**src/rtl/uart_pkg.sv**
```systemverilog
// Shared constants, state encoding and payload types for the record sender.
package uart_pkg;

  localparam int unsigned CLKS_PER_BIT_DEF = 434;
  localparam int unsigned NUM_CHARS        = 6;
  localparam int unsigned BYTE_W           = 8;
  localparam int unsigned REC_W            = NUM_CHARS * BYTE_W;
  localparam int unsigned BIT_IDX_W        = 4;
  localparam int unsigned CHAR_CNT_W       = 3;

  localparam logic START_BIT = 1'b0;
  localparam logic STOP_BIT  = 1'b1;

  // Bit index of the stop bit within one 8N1 frame (0 start, 1-8 data, 9 stop)
  localparam logic [BIT_IDX_W-1:0] STOP_IDX = BIT_IDX_W'(9);

  typedef enum logic [1:0] {
    IDLE,
    XMIT,
    NEXT,
    DONE
  } state_t;

  typedef logic [REC_W-1:0] record_t;

endpackage

```
**src/rtl/record_sender_if.sv**
```systemverilog
// Handshake and serial-line bundle between a record producer and record_sender.
interface record_sender_if;
  import uart_pkg::*;

  logic    startSend;
  record_t record;
  logic    sendDone;
  logic    busy;
  logic    tx;

  modport master (output startSend, output record,
                  input  sendDone, input busy, input tx);
  modport slave  (input  startSend, input record,
                  output sendDone, output busy, output tx);
endinterface

```
**src/rtl/uart_tx_byte.sv**
```systemverilog
// One 8N1 UART frame per go; a go on the last stop-bit cycle chains the next frame.
module uart_tx_byte
  import uart_pkg::*;
#(
  parameter int unsigned CLKS_PER_BIT = CLKS_PER_BIT_DEF
) (
  input  logic              clk,
  input  logic              rst_n,
  input  logic              go,
  input  logic [BYTE_W-1:0] data,
  output logic              tx,
  output logic              byteDone
);

  localparam int unsigned BAUD_W = (CLKS_PER_BIT > 1) ? $clog2(CLKS_PER_BIT) : 1;
  localparam logic [BAUD_W-1:0] BAUD_LAST = BAUD_W'(CLKS_PER_BIT - 1);
  localparam logic [BAUD_W-1:0] BAUD_PRE  =
    BAUD_W'((CLKS_PER_BIT >= 3) ? (CLKS_PER_BIT - 3) : 0);
  localparam bit SHORT_BIT = (CLKS_PER_BIT == 2);
  localparam logic [BIT_IDX_W-1:0] LAST_DATA_IDX = BIT_IDX_W'(BYTE_W);

  logic                 running;
  logic [BAUD_W-1:0]    baud_cnt;
  logic [BIT_IDX_W-1:0] bit_idx;
  logic [BYTE_W-1:0]    shreg;
  logic                 frame_end;
  logic                 pre_done;

  assign frame_end = (bit_idx == STOP_IDX) && (baud_cnt == BAUD_LAST);

  // byteDone lands on the second-to-last stop cycle so the next byte is ready on time
  assign pre_done = SHORT_BIT ? ((bit_idx == LAST_DATA_IDX) && (baud_cnt == BAUD_LAST))
                              : ((bit_idx == STOP_IDX) && (baud_cnt == BAUD_PRE));

  always_ff @(posedge clk or negedge rst_n) begin
    if (!rst_n) begin
      running  <= 1'b0;
      baud_cnt <= '0;
      bit_idx  <= '0;
      shreg    <= '0;
      tx       <= STOP_BIT;
      byteDone <= 1'b0;
    end else begin
      byteDone <= running && pre_done;
      if (!running || frame_end) begin
        baud_cnt <= '0;
        bit_idx  <= '0;
        if (go) begin
          running <= 1'b1;
          shreg   <= data;
          tx      <= START_BIT;
        end else begin
          running <= 1'b0;
          tx      <= STOP_BIT;
        end
      end else if (baud_cnt == BAUD_LAST) begin
        baud_cnt <= '0;
        bit_idx  <= bit_idx + BIT_IDX_W'(1);
        if (bit_idx == LAST_DATA_IDX) begin
          tx <= STOP_BIT;
        end else begin
          tx    <= shreg[0];
          shreg <= shreg >> 1;
        end
      end else begin
        baud_cnt <= baud_cnt + BAUD_W'(1);
      end
    end
  end

endmodule

```
**src/rtl/record_sender.sv**
```systemverilog
// Serialises a six-character record as back-to-back 8N1 frames, first character first.
module record_sender #(
  parameter int unsigned CLKS_PER_BIT = uart_pkg::CLKS_PER_BIT_DEF,
  parameter int unsigned NUM_CHARS    = uart_pkg::NUM_CHARS
) (
  input  logic            clk,
  input  logic            rst_n,
  record_sender_if.slave  bus
);
  import uart_pkg::*;

  localparam logic [CHAR_CNT_W-1:0] LAST_CHAR = CHAR_CNT_W'(NUM_CHARS - 1);

  state_t                state, state_d;
  record_t               shift, shift_d;
  logic [CHAR_CNT_W-1:0] char_cnt, char_cnt_d;
  logic                  busy, busy_d;
  logic                  send_done, send_done_d;
  logic                  go_c;
  logic [BYTE_W-1:0]     byte_c;
  logic                  byte_done;

  always_ff @(posedge clk or negedge rst_n) begin
    if (!rst_n) begin
      state     <= IDLE;
      shift     <= '0;
      char_cnt  <= '0;
      busy      <= 1'b0;
      send_done <= 1'b0;
    end else begin
      state     <= state_d;
      shift     <= shift_d;
      char_cnt  <= char_cnt_d;
      busy      <= busy_d;
      send_done <= send_done_d;
    end
  end

  // NEXT overlaps the final stop-bit cycle, so it adds no line time
  always_comb begin
    state_d    = state;
    shift_d    = shift;
    char_cnt_d = char_cnt;
    go_c       = 1'b0;
    byte_c     = shift[REC_W-1 -: BYTE_W];
    unique case (state)
      IDLE: begin
        if (bus.startSend) begin
          shift_d    = bus.record;
          char_cnt_d = '0;
          state_d    = XMIT;
        end
      end
      XMIT: begin
        go_c = 1'b1;
        if (byte_done) state_d = NEXT;
      end
      NEXT: begin
        if (char_cnt == LAST_CHAR) begin
          state_d = DONE;
        end else begin
          go_c       = 1'b1;
          byte_c     = shift[REC_W-BYTE_W-1 -: BYTE_W];
          shift_d    = {shift[REC_W-BYTE_W-1:0], BYTE_W'(0)};
          char_cnt_d = char_cnt + CHAR_CNT_W'(1);
          state_d    = XMIT;
        end
      end
      DONE:    state_d = IDLE;
      default: state_d = IDLE;
    endcase
    busy_d      = (state_d != IDLE);
    send_done_d = (state_d == DONE);
  end

  uart_tx_byte #(
    .CLKS_PER_BIT (CLKS_PER_BIT)
  ) u_tx (
    .clk      (clk),
    .rst_n    (rst_n),
    .go       (go_c),
    .data     (byte_c),
    .tx       (bus.tx),
    .byteDone (byte_done)
  );

  assign bus.busy     = busy;
  assign bus.sendDone = send_done;

endmodule

```
**src/flat_wrapper.sv**
```systemverilog
// flat-port wrapper written by rule: the top's interface ports become plain ports
module record_sender_flat import uart_pkg::*;
#(
  parameter int unsigned CLKS_PER_BIT = uart_pkg::CLKS_PER_BIT_DEF,
  parameter int unsigned NUM_CHARS    = uart_pkg::NUM_CHARS
)
  (clk, rst_n, bus_startSend, bus_record, bus_sendDone, bus_busy, bus_tx);
  record_sender_if bus_i ();
  input  logic clk;
  input  logic rst_n;
  input wire logic [$bits(bus_i.startSend)-1:0] bus_startSend;
  input wire logic [$bits(bus_i.record)-1:0] bus_record;
  output wire logic [$bits(bus_i.sendDone)-1:0] bus_sendDone;
  output wire logic [$bits(bus_i.busy)-1:0] bus_busy;
  output wire logic [$bits(bus_i.tx)-1:0] bus_tx;
  assign bus_i.startSend = bus_startSend;
  assign bus_i.record = bus_record;
  assign bus_sendDone = bus_i.sendDone;
  assign bus_busy = bus_i.busy;
  assign bus_tx = bus_i.tx;
  record_sender #(.CLKS_PER_BIT(CLKS_PER_BIT), .NUM_CHARS(NUM_CHARS)) u_core (.clk(clk), .rst_n(rst_n), .bus(bus_i));
endmodule
```
**config.mk**
```make
export PLATFORM = sky130hd
export DESIGN_NAME = record_sender_flat
export DESIGN_NICKNAME = d
export VERILOG_FILES = /design/src/rtl/uart_pkg.sv /design/src/rtl/record_sender_if.sv /design/src/rtl/uart_tx_byte.sv /design/src/rtl/record_sender.sv /design/src/flat_wrapper.sv
export SDC_FILE = /design/constraint.sdc
export NUM_CORES = 1
export LEC_CHECK = 0
export CAP_MARGIN = 30
export CORE_MARGIN = 8
export CORE_UTILIZATION = 57
export DETAILED_ROUTE_END_ITERATION = 10
export DONT_BUFFER_PORTS = 1
export PLACE_DENSITY_LB_ADDON = 0.08
export REMOVE_ABC_BUFFERS = 1
export SYNTH_ARGS = -nofsm -noshare
export SYNTH_HDL_FRONTEND = slang
export SYNTH_HIERARCHICAL = 1
export SYNTH_SLANG_ARGS = --single-unit
```
**constraint.sdc**
```tcl
create_clock -name clk -period 2.3 [get_ports clk]
set_input_delay 0.46 -clock clk [delete_from_list [all_inputs] [get_ports clk]]
set_output_delay 0.46 -clock clk [all_outputs]
set_load 0.01 [all_outputs]
```
==> key figures <==
Layout
  • Fraction of layout cells with a size suffix above 1: 0.395
  • Fill count: 586
  • # diodes: 0
  • Commonest non-fill, non-tap cell in the layout: mux2_2
  • Layout Nets: 390
  • Synth-to-layout area growth: 7.62%
  • Most frequent cells in the layout: mux2_2 (95), dfrtp_1 (78), inv_1 (21)
  • Final Cell Area: 0.00440 mm2
  • Fin cells: 431
  • Area of the multi-input gates: 0.00193 mm2
  • Register area: 0.00198 mm2

STA
  • RSZ-0062 raised after global routing: no
  • Tcrit/Tclk final: 0.942
  • Final setup margin: 0.133 ns
  • Max Freq: 461 MHz
  • Hold Vio Cnt, Final: 0
  • Final Skew: 0.00625 ns
  • Worst slew pin tran: 0.402 ns
  • Max-slew violations: 0
  • # setup viols final: 0
  • Hold Worst Slack: 0.282 ns
  • Relative slew slack: 0.730
  • Period minus WS final: 2.17 ns

Synthesis
  • FF+latch count, synth: 79
  • Distinct cells, synth: 40
  • Mapped Cells: 324
  • Seq/Total Area, Yosys: 0.484
  • EDFF count, synth: 0
  • Syn_area_per_cell: 12.6 um2
  • Post-synth ARST share: 1.00
  • Yosys Warn Count: 6
  • Top_reg_cell synth: dfrtp_1
  • Synth Cell Area: 0.00409 mm2

Detailed routing
  • Final routed DRC violation total: 0
  • DR vias/cell: 5.46
  • DRT iter0 DRCs: 67
  • ANT nets after route: 0
  • Via count of the routed design: 2,353
  • Detailed Routing Iterations Pass 1: 4
  • WL/cell: 16.5 um
  • Post-Route WL: 7100 um

Hold path
  • Hold Crit Class: input port to flip-flop

Clocking
  • Num CTS Buffers: 9
  • Clk Latency, worst-skew pair: 0.34 ns
  • Clock buffer depth: 2
  • Root Driver: clkbuf_8
  • Clock-pin slew on the worst setup and hold paths: 0.07 ns
  • CTS tree: yes
  • Clk sink count: 79
  • H-tree levels: 3

Worst setup path
  • Reg2reg end: u_core/u_tx/shreg[6]$_DFFE_PN0P_
  • Critical path capture point: u_core/u_tx/shreg[6]$_DFFE_PN0P_
  • Highest net fanout along the worst path: 12
  • Worst r2r src: u_core/u_tx/baud_cnt[1]$_DFF_PN0_
  • Crit path kind: flip-flop to flip-flop
  • Worst R2R Setup Slack: 0.13 ns
  • Critical Path Sink Type: flip-flop
  • R2R depth: 6
  • CP Data Required Time: 2.53 ns
  • Critical path origin: u_core/u_tx/baud_cnt[1]$_DFF_PN0_
  • Crit path DAT: 2.40 ns
  • Startpoint types: flip-flop

Floorplan
  • Num rows: 31
  • Chip Width: 101 um
  • Initial Util: 0.576
  • Ports: 54
  • Area of the die: 0.0101 mm2
  • Core Box Area: 0.00710 mm2
  • Die height: 101 um

Placed design
  • GPL Wtd Cong: 0.710
  • DP Wirelength: 4890 um
  • DP Area: 0.00420 mm2
  • Post-Place Setup Slack: 0.0913 ns
  • Post-Place Cells: 415
  • Port buffer count: 0

Pwr
  • Max VDD drop: 0.578 mV
  • Pwr per Cell Area: 1070 mW/mm2
  • LEAKAGE: 1.86 nW
  • Tot Pwr: 4.70 mW

Global route
  • First-pass GRT wire length: 12,200 um
  • Vias in the first global route: 2,483
  • Pin count of the biggest net entering global routing: 80
  • Antenna violations before repair: 0
  • GRT overflow: 0
  • GR Util All Layers: 0.154

Status
  • Status: finished clean

Run
  • Max cap viols: 0
-- per-stage QoR --
| step | util | TNS (ns) |
|---|---|---|
| after floorplan | - | -85.57 |
| after global placement | 0.591 | 0 |
| after detailed placement | 0.591 | 0 |
| after CTS | 0.614 | 0 |
| after global routing | 0.620 | 0 |
| final | 0.620 | 0 |
-- report_power, final --
| group | switching [mW] | internal, mW |
|---|---|---|
| clock network | 0.459 | 0.439 |
| registers | 0.332 | 1.98 |
| logic | 0.609 | 0.882 |
-- synthesized netlist by cell type (6+ instances only) --
cell	number	area share
a21oi_1	6	0.0073
clkbuf_1	8	0.0073
dfrtp_1	78	0.48
ha_1	10	0.031
inv_1	21	0.019
mux2_2	95	0.26
nand2_1	7	0.0064
nand3_1	6	0.0073
nand4b_1	9	0.019
nor2_1	11	0.010
o21ai_0	12	0.015
-- metal layers --
layer,wire (um),up-vias,GRT usage
met2,3270,43,0.233
met4,122,0,0.0698
met3,365,11,0.0490
li1,-,1146,-
met1,3340,1153,0.196
met5,0,-,0
-- registers in the layout, indices dropped and copies added, names as in the netlist --
register	count
u_core/shift	48
u_core/u_tx/baud_cnt	9
u_core/u_tx/shreg	8
u_core/u_tx/bit_idx	4
u_core/char_cnt	3
u_core/state	2
u_core/bus.busy	1
u_core/bus.sendDone	1
u_core/u_tx/byteDone	1
u_core/u_tx/running	1
u_core/u_tx/tx	1
-- logic make-up (layout without fill, tap and decap cells) --
family | after synthesis | after routing | share of synthesized area
flip-flops | 79 | 79 | 0.484
buffers and inverters | 38 | 46 | 0.0465
XOR/XNOR | 8 | 8 | 0.0171
AND/OR/NAND/NOR | 57 | 57 | 0.0850
adder cells (fa/ha/maj) | 10 | 10 | 0.0306
multiplexers | 105 | 105 | 0.293
AO/OA/AOI/OAI | 27 | 27 | 0.0444
-- area by class of cell --
cell class | instances | area share
multi-input combinational | 207 | 0.438
clock inverter | 1 | 0.00114
inverter | 21 | 0.0179
tap | 99 | 0.0281
timing repair buffer | 11 | 0.0296
sequential | 79 | 0.449
clock buffer | 13 | 0.0361
-- worst min-delay path by stage --
stage / from / endpoint / slack, ns / cells past startpoint
final: bus_startSend / u_core/shift[2]$_DFFE_PN0P_ / 0.28 / 2
after global routing: bus_startSend / u_core/shift[1]$_DFFE_PN0P_ / 0.28 / 2
after CTS: rst_n / u_core/shift[8]$_DFFE_PN0P_ / -0.22 / 0
after detailed placement: rst_n / u_core/shift[7]$_DFFE_PN0P_ / 0.17 / 0
after global placement: rst_n / u_core/shift[7]$_DFFE_PN0P_ / 0.17 / 0
after floorplan: rst_n / u_core/bus.busy$_DFF_PN0_ / 0.16 / 0
-- what timing repair did --
item | in CTS | in global routing
setup buffers | 0 | 0
setup endpoints to repair | 0 | 7
endpoints found under the hold margin | 79 | 79
gates resized for setup | 0 | 2
-- critical path, stage by stage, from the launching register on --
cell      delay, ns
dfrtp_1        0.40
inv_1          0.06
ha_1           0.15
nand4b_2       0.17
o41a_2         0.67
mux2_4         0.34
mux2_2         0.26
Power figures use the tool's default switching activity.
